$ cat src/rtl/lexer_pkg.sv
// Shared constants and types for the lexer sequencer: token tags, special
// byte values, controller state encoding and the token FIFO reserve.
package lexer_pkg;

  localparam logic [7:0] TAG_NUM   = 8'h00;
  localparam logic [7:0] TAG_PLUS  = 8'h01;
  localparam logic [7:0] TAG_MINUS = 8'h02;
  localparam logic [7:0] TAG_EOF   = 8'h03;

  localparam logic [7:0] WS_CHAR  = 8'h20;
  localparam logic [7:0] NUL_CHAR = 8'h00;

  // Free FIFO slots required before another byte may be sent toward the lexer:
  // one memory read latency, two lexer pipeline stages and one spare.
  localparam int FIFO_RESERVE = 4;

  typedef enum logic [2:0] {
    ST_IDLE   = 3'd0,
    ST_RUN    = 3'd1,
    ST_FLUSH  = 3'd2,
    ST_DRAIN  = 3'd3,
    ST_FINISH = 3'd4
  } ctrl_state_t;

endpackage

$ cat src/rtl/lexer_ctrl_tok_fifo.sv
// First-word fall-through token FIFO, 16 bits wide. The head entry is shown
// combinationally on rdata (zero when empty). A push into a full FIFO is
// accepted only when a pop happens in the same cycle; otherwise it is dropped
// and reported on drop.
module tok_fifo #(
  parameter int DEPTH = 8,
  parameter int CNT_W = $clog2(DEPTH) + 1
) (
  input  logic             CLK,
  input  logic             RST,
  input  logic             push,
  input  logic             pop,
  input  logic [15:0]      wdata,
  output logic [15:0]      rdata,
  output logic             empty,
  output logic [CNT_W-1:0] count,
  output logic             drop
);

  localparam int PTR_W = $clog2(DEPTH);

  logic [15:0]      mem_q [DEPTH];
  logic [PTR_W-1:0] wr_ptr_q;
  logic [PTR_W-1:0] rd_ptr_q;
  logic [CNT_W-1:0] count_q;
  logic             full;
  logic             do_push;
  logic             do_pop;

  assign empty   = (count_q == '0);
  assign full    = (count_q == CNT_W'(DEPTH));
  assign do_pop  = pop && !empty;
  assign do_push = push && (!full || do_pop);
  assign drop    = push && full && !do_pop;
  assign rdata   = empty ? 16'h0000 : mem_q[rd_ptr_q];
  assign count   = count_q;

  // Storage: written at the tail, contents need no reset
  always_ff @(posedge CLK) begin
    if (do_push) mem_q[wr_ptr_q] <= wdata;
  end

  // Pointers and occupancy; a simultaneous push and pop leaves count unchanged
  always_ff @(posedge CLK or negedge RST) begin
    if (!RST) begin
      wr_ptr_q <= '0;
      rd_ptr_q <= '0;
      count_q  <= '0;
    end else begin
      if (do_push) wr_ptr_q <= wr_ptr_q + 1'b1;
      if (do_pop)  rd_ptr_q <= rd_ptr_q + 1'b1;
      case ({do_push, do_pop})
        2'b10:   count_q <= count_q + 1'b1;
        2'b01:   count_q <= count_q - 1'b1;
        default: count_q <= count_q;
      endcase
    end
  end

endmodule

$ cat src/rtl/lexer_ctrl.sv
// Lexer sequencer: streams a byte string from synchronous memory into the
// lexer, appends flush spaces, waits for the pipeline to drain and collects
// tokens in a FWFT FIFO. Memory reads are throttled so the FIFO keeps enough
// free slots for every byte already in flight.
// Optional build macro TOK_COUNT_EN adds the TOK_COUNT output (saturating count
// of tokens pushed since the last accepted START).
module lexer_ctrl
  import lexer_pkg::*;
#(
  parameter int ADDR_W       = 16,
  parameter int FIFO_DEPTH   = 8,
  parameter int FLUSH_CHARS  = 2,
  parameter int DRAIN_CYCLES = 3
) (
  input  logic              CLK,
  input  logic              RST,
  input  logic              START,
  input  logic [ADDR_W-1:0] BASE_ADDR,
  input  logic [ADDR_W-1:0] LEN,
  output logic              BUSY,
  output logic              DONE,
  output logic              MEM_EN,
  output logic [ADDR_W-1:0] MEM_ADDR,
  input  logic [7:0]        MEM_RDATA,
  output logic              LX_VALID,
  output logic [7:0]        LX_DATA,
  input  logic              LX_TOK_VALID,
  input  logic [15:0]       LX_TOK_DATA,
  output logic              TOK_VALID,
  output logic [15:0]       TOK_DATA,
  input  logic              TOK_READY,
  output logic              OVF
`ifdef TOK_COUNT_EN
  ,
  output logic [ADDR_W-1:0] TOK_COUNT
`endif
);

  localparam int CNT_W = $clog2(FIFO_DEPTH) + 1;
  localparam int FL_W  = $clog2(FLUSH_CHARS + 1);
  localparam int DR_W  = (DRAIN_CYCLES > 1) ? $clog2(DRAIN_CYCLES) : 1;

  ctrl_state_t       state_q, state_d;
  logic [ADDR_W-1:0] addr_q, addr_d;
  logic [ADDR_W-1:0] rem_q, rem_d;
  logic [FL_W-1:0]   flush_cnt_q, flush_cnt_d;
  logic [DR_W-1:0]   drain_cnt_q, drain_cnt_d;
  logic              lx_vld_p1;
  logic              lx_src_p1;
  logic              ovf_q;

  logic              rd_iss;
  logic              ws_iss;
  logic              accept;
  logic              done;
  logic              nul_hit;
  logic              issue_ok;

  logic              fifo_empty;
  logic              fifo_drop;
  logic [CNT_W-1:0]  fifo_count;

  tok_fifo #(
    .DEPTH (FIFO_DEPTH),
    .CNT_W (CNT_W)
  ) u_fifo (
    .CLK   (CLK),
    .RST   (RST),
    .push  (LX_TOK_VALID),
    .pop   (TOK_READY),
    .wdata (LX_TOK_DATA),
    .rdata (TOK_DATA),
    .empty (fifo_empty),
    .count (fifo_count),
    .drop  (fifo_drop)
  );

  assign issue_ok = (fifo_count <= CNT_W'(FIFO_DEPTH - FIFO_RESERVE));
  // A terminator only matters while source bytes are still being read
  assign nul_hit  = (state_q == ST_RUN) && lx_vld_p1 && lx_src_p1 && (MEM_RDATA == NUL_CHAR);

  // Next-state, counters and per-cycle strobes
  always_comb begin
    state_d     = state_q;
    addr_d      = addr_q;
    rem_d       = rem_q;
    flush_cnt_d = flush_cnt_q;
    drain_cnt_d = drain_cnt_q;
    rd_iss      = 1'b0;
    ws_iss      = 1'b0;
    accept      = 1'b0;
    done        = 1'b0;
    case (state_q)
      ST_IDLE: begin
        if (START) begin
          accept      = 1'b1;
          addr_d      = BASE_ADDR;
          rem_d       = LEN;
          flush_cnt_d = '0;
          drain_cnt_d = '0;
          state_d     = (LEN == '0) ? ST_FLUSH : ST_RUN;
        end
      end
      ST_RUN: begin
        if (issue_ok) begin
          rd_iss = 1'b1;
          addr_d = addr_q + 1'b1;
          rem_d  = rem_q - 1'b1;
          if (rem_q == ADDR_W'(1)) state_d = ST_FLUSH;
        end
        if (nul_hit) state_d = ST_FLUSH;
      end
      ST_FLUSH: begin
        // The last flush byte is on LX_DATA during the final FLUSH cycle,
        // so every DRAIN cycle is genuinely idle toward the lexer.
        if (flush_cnt_q < FL_W'(FLUSH_CHARS)) begin
          if (issue_ok) begin
            ws_iss      = 1'b1;
            flush_cnt_d = flush_cnt_q + 1'b1;
          end
        end else begin
          state_d = ST_DRAIN;
        end
      end
      ST_DRAIN: begin
        if (drain_cnt_q == DR_W'(DRAIN_CYCLES - 1)) state_d = ST_FINISH;
        else drain_cnt_d = drain_cnt_q + 1'b1;
      end
      ST_FINISH: begin
        if (fifo_empty) begin
          done    = 1'b1;
          state_d = ST_IDLE;
        end
      end
      default: state_d = ST_IDLE;
    endcase
  end

  // FSM and sequencing registers
  always_ff @(posedge CLK or negedge RST) begin
    if (!RST) begin
      state_q     <= ST_IDLE;
      addr_q      <= '0;
      rem_q       <= '0;
      flush_cnt_q <= '0;
      drain_cnt_q <= '0;
    end else begin
      state_q     <= state_d;
      addr_q      <= addr_d;
      rem_q       <= rem_d;
      flush_cnt_q <= flush_cnt_d;
      drain_cnt_q <= drain_cnt_d;
    end
  end

  // Read-return stage: a byte is fed one cycle after its issue; a read issued
  // in the same cycle a terminator returns is discarded
  always_ff @(posedge CLK or negedge RST) begin
    if (!RST) begin
      lx_vld_p1 <= 1'b0;
      lx_src_p1 <= 1'b0;
    end else begin
      lx_vld_p1 <= (rd_iss && !nul_hit) || ws_iss;
      lx_src_p1 <= rd_iss;
    end
  end

  // Sticky overflow flag, cleared by an accepted START
  always_ff @(posedge CLK or negedge RST) begin
    if (!RST)           ovf_q <= 1'b0;
    else if (accept)    ovf_q <= 1'b0;
    else if (fifo_drop) ovf_q <= 1'b1;
  end

`ifdef TOK_COUNT_EN
  logic              tok_pushed;
  logic [ADDR_W-1:0] tok_cnt_q;

  assign tok_pushed = LX_TOK_VALID && !fifo_drop;

  // Saturating count of tokens accepted into the FIFO since the last START
  always_ff @(posedge CLK or negedge RST) begin
    if (!RST)                                  tok_cnt_q <= '0;
    else if (accept)                           tok_cnt_q <= ADDR_W'(tok_pushed);
    else if (tok_pushed && (tok_cnt_q != '1))  tok_cnt_q <= tok_cnt_q + 1'b1;
  end

  assign TOK_COUNT = tok_cnt_q;
`endif

  assign MEM_EN    = rd_iss;
  assign MEM_ADDR  = rd_iss ? addr_q : '0;
  assign LX_VALID  = lx_vld_p1;
  assign LX_DATA   = !lx_vld_p1 ? 8'h00 : (lx_src_p1 ? MEM_RDATA : WS_CHAR);
  assign DONE      = done;
  assign BUSY      = (state_q != ST_IDLE) && !done;
  assign TOK_VALID = !fifo_empty;
  assign OVF       = ovf_q;

endmodule

$ cat config.mk
export PLATFORM = sky130hd
export DESIGN_NAME = lexer_ctrl
export DESIGN_NICKNAME = d
export VERILOG_FILES = /design/src/rtl/lexer_pkg.sv /design/src/rtl/lexer_ctrl_tok_fifo.sv /design/src/rtl/lexer_ctrl.sv
export SDC_FILE = /design/constraint.sdc
export NUM_CORES = 1
export LEC_CHECK = 0
export ABC_AREA = 0
export CORE_ASPECT_RATIO = 0.7
export CORE_MARGIN = 3
export CORE_UTILIZATION = 68
export DETAILED_ROUTE_END_ITERATION = 8
export DONT_BUFFER_PORTS = 1
export MAX_ROUTING_LAYER = met4
export PLACE_DENSITY_LB_ADDON = 0.15
export SLEW_MARGIN = 15
export SYNTH_ARGS = -nofsm -noshare
export SYNTH_HDL_FRONTEND = slang
export SYNTH_SLANG_ARGS = --single-unit
$ cat constraint.sdc
create_clock -name CLK -period 8.8 [get_ports CLK]
set_input_delay 1.32 -clock CLK [delete_from_list [all_inputs] [get_ports CLK]]
set_output_delay 1.32 -clock CLK [all_outputs]
set_load 0.02 [all_outputs]
==> metrics.yaml, run 1 <==
outcome:
  status: "completed"
yosys:
  synth_top_area_share_pct: 47.2
  avgSynthCellArea_um2: 13.4
  synth_compound_area_share_pct: 9.13
  muxShareOfSynthArea_pct: 11.5
  syn_inst: 608
  seq_area_frac_synth_pct: 63.2
  yosysTopAreaCell: "edfxtp_1"
  synth-simple-area-share_pct: 11.6
  synth_top_flop_cell: "edfxtp_1"
  synth_edf_count: 128
  synth_cell_types: 56
  syn_area_um2: 8140
  yosysWarnings: 0
  synth_top_family_by_area: "simple AND/OR/NAND/NOR gates"
  synth.top_cells.by_area: "edfxtp_1 (47%), dfrtp_1 (16%), mux4_2 (8.9%)"
  syn_nets: 678
  synth_xor_area_share_pct: 0.968
  async_flop_share_pct: 28.9
  synth_seq_cells: 180
  synthAdderAreaFrac_pct: 1.38
die:
  row_count: 32
  initial_core_util_pct: 71.8
  dieWidth_um: 137
  dieArea_um2: 13300
  fp.dieH_um: 97.5
  ios: 107
  fp.coreArea_um2: 11300
grt:
  grt_max_degree: 55
  first_global_vias: 5110
  grt_antenna_before_repair: 0
  grt-ovfl-total: 0
  grt_pass1_wl_um: 28500
  groute.usage.overall_pct: 29.1
cells_and_area:
  diodes: 0
  final_cell_mix: "edfxtp_1 (128), nor2_1 (55), dfrtp_1 (51)"
  finalNetCount: 671
  mostFrequentLayoutCell: "edfxtp_1"
  syn_to_final_growth_pct: 9.24
  drive_gt1_share_pct: 15.1
  finalInstanceArea_um2: 8890
  postLayoutCoreUtil_pct: 78.5
worst_setup_path:
  r2r_end: "u_fifo.count[2]$_DFFE_PN0P_"
  cp.buffers_inverters: 1
  required_ns: 7.48
  crit_path_end: "TOK_DATA[7]"
  path_delay_family: "flip-flops"
  startpoint: "u_fifo.rd_ptr_q[0]$_DFFE_PN0P_"
  worstReg2RegStart: "u_fifo.count[1]$_DFFE_PN0P_"
  regToRegSetupSlack_ns: 6.14
  crit_path_max_incr_delay_ns: 0.74
  worstSetupPathType: "flop to primary output"
  path_max_fanout: 18
  cp-start-kind: "flop"
  critPathSlowestCell: "dfrtp_2"
  cp_cell_sequence: "buf_4 -> mux4_2 -> mux2i_1 -> nor2_1"
  r2r_cells: 10
  end_kind: "primary output"
  arrival_ns: 2.48
  critical_path_depth: 4
clocking:
  cts_hold_buf: 0
  clock-sinks: 180
  cts_buffer_depth: 2
  cts_buffers: 17
  clock_latency_ns: 0.42
  cts_tree: "yes"
  htreeDepth: 4
  cts_setup_buffers: 0
  clk_pin_slew_worst_paths_ns: 0.08
  cts_resized: 0
  root_buffer: "clkbuf_16"
timing:
  rsz0062_at_grt: "false"
  tightest_slew_ns: 1.16
  fin_crit_ns: 3.80
  setup_slack_ns: 5.00
  setup_violations: 0
  fin_crit_sh_pct: 43.1
  relSlewSlack_pct: 22.7
  setup_tns_ns: 0
  hold_violations: 0
  fin_skew_ns: 0.0125
  slew_violations: 0
  fmax_mhz: 263
route:
  antenna_left: 0
  drc: 0
  vias_per_cell: 6.85
  drt-total-wl_um: 17800
  drt_first_pass_iters: 5
  vias: 5257
  wl_per_cell_um: 23.2
  drtIter0Drc: 544
pwr:
  combPwrFrac_pct: 33.7
  share_seq_of_total_power_pct: 42.8
  power_density_nw_per_um2: 353
  p_switching_mw: 1.22
  finalPower_mw: 3.14
  power_frac_clock_pct: 23.4
  internal_power_mw: 1.92
  vdd_drop_max_uv: 244
  p_leak_nw: 3.19
  p_sw_share_pct: 38.9
placement:
  io_buffers: 0
  dp_slack_ns: 5.08
  dp_hpwl_um: 10900
  gp_congestion: 0.880
  placed_area_um2: 8310
job:
  max_cap_violations: 0
hold_path:
  hp-class: "flop to flop"
## how the worst min path moves through the flow
| stage | cells after the start | from | to |
|---|---|---|---|
| 3_3_place_gp | 1 | drain_cnt_q[0]$_DFFE_PN0P_ | drain_cnt_q[0]$_DFFE_PN0P_ |
| 5_1_grt | 1 | drain_cnt_q[0]$_DFFE_PN0P_ | drain_cnt_q[0]$_DFFE_PN0P_ |
| 3_5_place_dp | 1 | drain_cnt_q[0]$_DFFE_PN0P_ | drain_cnt_q[0]$_DFFE_PN0P_ |
| 6_report | 1 | drain_cnt_q[0]$_DFFE_PN0P_ | drain_cnt_q[0]$_DFFE_PN0P_ |
| 2_1_floorplan | 1 | drain_cnt_q[0]$_DFFE_PN0P_ | drain_cnt_q[0]$_DFFE_PN0P_ |
| 4_1_cts | 1 | drain_cnt_q[0]$_DFFE_PN0P_ | drain_cnt_q[0]$_DFFE_PN0P_ |
## worst reg2reg max path, stage by stage (launching register included)
cell and delay (ns):
dfrtp_1 0.53, nor4_4 0.09, buf_4 0.24, nor2b_1 0.47, ha_1 0.41, xor2_1 0.11
ha_1 0.19, a21oi_1 0.15, xor2_1 0.16, nor2_1 0.06, xor2_1 0.15
## registers in the layout, indices dropped and copies added (netlist names), 3 cells and up
| name | count |
|---|---|
| u_fifo.mem_q | 128 |
| addr_q | 16 |
| rem_q | 16 |
| u_fifo.count | 4 |
| state_q | 3 |
| u_fifo.rd_ptr_q | 3 |
| u_fifo.wr_ptr_q | 3 |
## metal layers
layer  global-route usage [%]  up-vias  part of all wire, %
met1                     41.3     2623                   41
met5                        -        -                    0
met2                     43.4      280                   49
li1                         -     2331                    -
met4                     8.44        0                  1.6
met3                     5.95       23                  8.2
## layout make-up
| type | instances | area (um^2) |
|---|---|---|
| clock inverters | 15 | 155 |
| clock buffers | 17 | 425 |
| multi-input cells | 380 | 2840 |
| inverters | 9 | 33.8 |
| repair buffers | 13 | 97.6 |
| fillers | 628 | 2440 |
| well taps | 153 | 191 |
| flip-flops and latches | 180 | 5150 |
## stage by stage
stage,instances,hold slack [ns]
CTS,767,0.491
global placement,735,0.474
global route,767,0.514
finish,767,0.497
floorplan,608,0.457
detailed placement,735,0.481
## cell usage after synthesis (5+ instances only)
| library cell | n |
|---|---|
| nor4_1 | 10 |
| nor3_1 | 19 |
| dfrtp_1 | 52 |
| ha_1 | 9 |
| a21oi_1 | 40 |
| a22oi_1 | 5 |
| inv_1 | 9 |
| nand2b_1 | 6 |
| edfxtp_1 | 128 |
| nor2_1 | 55 |
| and3_1 | 23 |
| mux4_2 | 32 |
| clkbuf_1 | 33 |
| xor2_1 | 6 |
| nand3_1 | 13 |
| nand2_1 | 37 |
| nand4_1 | 6 |
| o21ai_0 | 34 |
| o2bb2ai_1 | 6 |
| mux2i_1 | 18 |
| a31oi_1 | 5 |
| o22ai_1 | 6 |
## power groups by stage
stage | Sequential (mW) | Clock, mW | Combinational, mW
final | 1.35 | 0.736 | 1.06
after global routing | 1.38 | 0.777 | 1.17
after CTS | 1.34 | 0.741 | 1.06
after detailed placement | 1.35 | 0 | 1.05
after global placement | 1.33 | 0 | 1.00
after floorplan | 1.22 | 0 | 0.925
## logic make-up (layout without fill, tap and decap cells)
| kind of cell | count (synthesis) | after routing |
|---|---|---|
| muxes | 53 | 53 |
| xor gates and xnor gates | 9 | 9 |
| buffers and inverters | 48 | 54 |
| AOI/OAI and AO/OA | 120 | 120 |
| adders and majority gates | 9 | 9 |
| and+or+nand+nor | 189 | 189 |
| DFF | 180 | 180 |
No activity file was read; power rests on OpenSTA's default activity.
==> run 2: changes to the inputs <==
Settings changed: CORE_UTILIZATION 68 to 63.
Clock period 8.8 ns to 3.89 ns, I/O delays scaled along.
==> run 2 against run 1 <==
Compared with the run above: hold slack worse by 0.48 ns; first-iteration DRC count grew 18%; worst setup slack worse by 4.3 ns; total power increased by 120%; sequential share of layout area fell by 0.33 points; critical path type unchanged; critical endpoint is now MEM_ADDR[2]; largest power group unchanged.
==> metrics.yaml, run 2 (synthesized netlist as in run 1, its figures left out) <==
clocking:
  cts_buffers: 17  # unchanged
  cts_resized: 0  # unchanged
  cts_buffer_depth: 2  # unchanged
  clock_latency_ns: 0.43  # about the same
  root_buffer: "clkbuf_16"
  clk_pin_slew_worst_paths_ns: 0.07  # about the same
  clock-sinks: 180  # unchanged
  htreeDepth: 4  # unchanged
  cts_tree: "yes"
cells_and_area:
  syn_to_final_growth_pct: 9.87
  largest_reg_flops: 128  # unchanged
  diodes: 0  # unchanged
  top_regs: "u_fifo.mem_q: 128 flops, addr_q: 16 flops, rem_q: 16 flops"
  postLayoutCoreUtil_pct: 71.5  # -7.0 points
  max_flop_register: "u_fifo.mem_q"
  finalNetCount: 678  # +1.0%
  finalInstanceArea_um2: 8940  # +0.58%
  final_cell_mix: "edfxtp_1 (128), nor2_1 (55), dfrtp_1 (51)"
  drive_gt1_share_pct: 15.9  # +0.80 points
  stdcell_count: 783  # +2.1%
  mostFrequentLayoutCell: "edfxtp_1"
die:
  initial_core_util_pct: 65.1  # -6.8 points
  dieArea_um2: 14300  # +7.5%
  dieWidth_um: 142  # +3.7%
  row_count: 34  # +6.3%
  ios: 107  # unchanged
  fp.dieH_um: 101  # +3.6%
  fp.coreArea_um2: 12500  # +10%
route:
  antenna_left: 0  # unchanged
  drt-total-wl_um: 17000  # -4.4%
  drtIter0Drc: 641  # +18%
  vias: 5130  # -2.4%
  wl_per_cell_um: 21.7  # -6.4%
  drt_first_pass_iters: 5  # unchanged
  drc: 0  # unchanged
  vias_per_cell: 6.55  # -4.4%
worst_setup_path:
  startpoint: "state_q[0]$_DFFE_PN0P_"
  cp.buffers_inverters: 0  # -1
  required_ns: 3.31  # -4.17 ns
  critPathSlowestCell: "and4_1"
  cp-start-kind: "flop"
  regToRegSetupSlack_ns: 1.16  # -4.98 ns
  path_delay_family: "simple AND/OR/NAND/NOR gates"
  worstSetupPathType: "flop to primary output"
  worstReg2RegStart: "u_fifo.count[1]$_DFFE_PN0P_"
  r2r_end: "u_fifo.count[2]$_DFFE_PN0P_"
  crit_path_max_incr_delay_ns: 0.83  # +0.09 ns
  arrival_ns: 2.65  # +0.17 ns
  path_max_fanout: 31  # +13
  end_kind: "primary output"
  cp_cell_sequence: "or2_2 -> and4_1 -> and3_1"
  r2r_cells: 10  # unchanged
  crit_path_end: "MEM_ADDR[2]"
  critical_path_depth: 3  # -1
grt:
  groute.usage.overall_pct: 25.4  # -3.7 points
  grt_max_degree: 53  # -3.6%
  first_global_vias: 4865  # -4.8%
  grt_pass1_wl_um: 26700  # -6.5%
  grt-ovfl-total: 0  # unchanged
  grt_antenna_before_repair: 0  # unchanged
pwr:
  vdd_drop_max_uv: 497  # +100%
  internal_power_mw: 4.34  # +130%
  p_leak_nw: 3.22  # +0.75%
  share_seq_of_total_power_pct: 42.1  # -0.7 points
  power_density_nw_per_um2: 787  # +120%
  p_switching_mw: 2.69  # +120%
  p_sw_share_pct: 38.3  # -0.58 points
  combPwrFrac_pct: 34.9  # +1.2 points
  power_frac_clock_pct: 22.9  # -0.5 points
placement:
  io_buffers: 0  # unchanged
  dp_hpwl_um: 10800  # -0.87%
  gp_congestion: 0.928  # +5.4%
  place_inst: 750  # +2.0%
  placed_area_um2: 8350  # +0.53%
  dp_slack_ns: 1.16  # -3.93 ns
timing:
  fmax_mhz: 309
  fin_crit_ns: 3.23
  fin_crit_sh_pct: 83.1
  relSlewSlack_pct: 26.0  # +3.3 points
  setup_tns_ns: 0  # unchanged
  slew_violations: 0  # unchanged
  fin_skew_ns: 0.0131  # +0.000606 ns
  hold_violations: 0  # unchanged
  setup_slack_ns: 0.656  # -4.35 ns
  tightest_slew_ns: 1.11  # -0.0496 ns
  setup_violations: 0  # unchanged
  rsz0062_at_grt: "false"
hold_path:
  hp-class: "input port to asynchronous set/reset pin"
outcome:
  status: "completed"
job:
  max_cap_violations: 0  # unchanged
## run 2: cell types whose count changed in the layout (fill, tap and decap cells not counted), sizes merged
cell,before,now
clkinv,6,4
buf,13,20
clkinvlp,0,2
## run 2: worst min-delay path by stage
stage	slack [ns]	from	endpoint	cells after the start
after CTS	0.01	RST	addr_q[10]$_DFFE_PN0P_	1
after global routing	0.02	RST	addr_q[5]$_DFFE_PN0P_	1
after detailed placement	0.29	RST	drain_cnt_q[0]$_DFFE_PN0P_	0
final	0.02	RST	rem_q[5]$_DFFE_PN0P_	1
after global placement	0.29	RST	drain_cnt_q[0]$_DFFE_PN0P_	0
after floorplan	0.29	RST	LX_VALID$_DFF_PN0_	0
## run 2: repair_timing
action	CTS	global route
hold buffers	1	0
buffers inserted	0	0
hold endpoints to repair	52	0
## run 2: layout make-up
cell class | count | area [um^2]
Clock buffer | 17 | 425
Clock inverter | 15 | 135
Fill cell | 815 | 3560
Inverter | 9 | 33.8
Multi-Input combinational cell | 380 | 2830
Sequential cell | 180 | 5150
Tap cell | 162 | 203
Timing Repair Buffer | 20 | 170
## run 2: metal layers
metal / vias up / track usage (%) / share of wire (%)
met2: 204 / 36.7 / 47
met4: 0 / 5.53 / 0.85
met3: 13 / 7.63 / 7.9
met1: 2563 / 36.4 / 45
met5: - / - / 0
li1: 2350 / - / -
## run 2: worst reg2reg max path, stage by stage, from the launching register on
cell	delay (ns)
dfrtp_1	0.49
nor3_1	0.43
nand3b_1	0.23
nand2_1	0.25
ha_1	0.34
xor2_1	0.11
ha_1	0.19
a21oi_1	0.18
xor2_1	0.17
nor2_1	0.07
xor2_1	0.14
## run 2: per-stage QoR
step	total power [mW]	hold WS, ns
5_1_grt	7.47	0.0179
4_1_cts	7.06	0.0105
6_report	7.04	0.0181
3_5_place_dp	5.43	0.290
3_3_place_gp	5.33	0.290
2_1_floorplan	4.86	0.288
## run 2: power by group through the flow
stage	combinational, mW	sequential [mW]	clock [mW]
2_1_floorplan	2.09	2.77	0
3_3_place_gp	2.38	2.95	0
3_5_place_dp	2.44	2.98	0
4_1_cts	2.47	2.95	1.64
5_1_grt	2.73	3.02	1.72
6_report	2.46	2.96	1.61
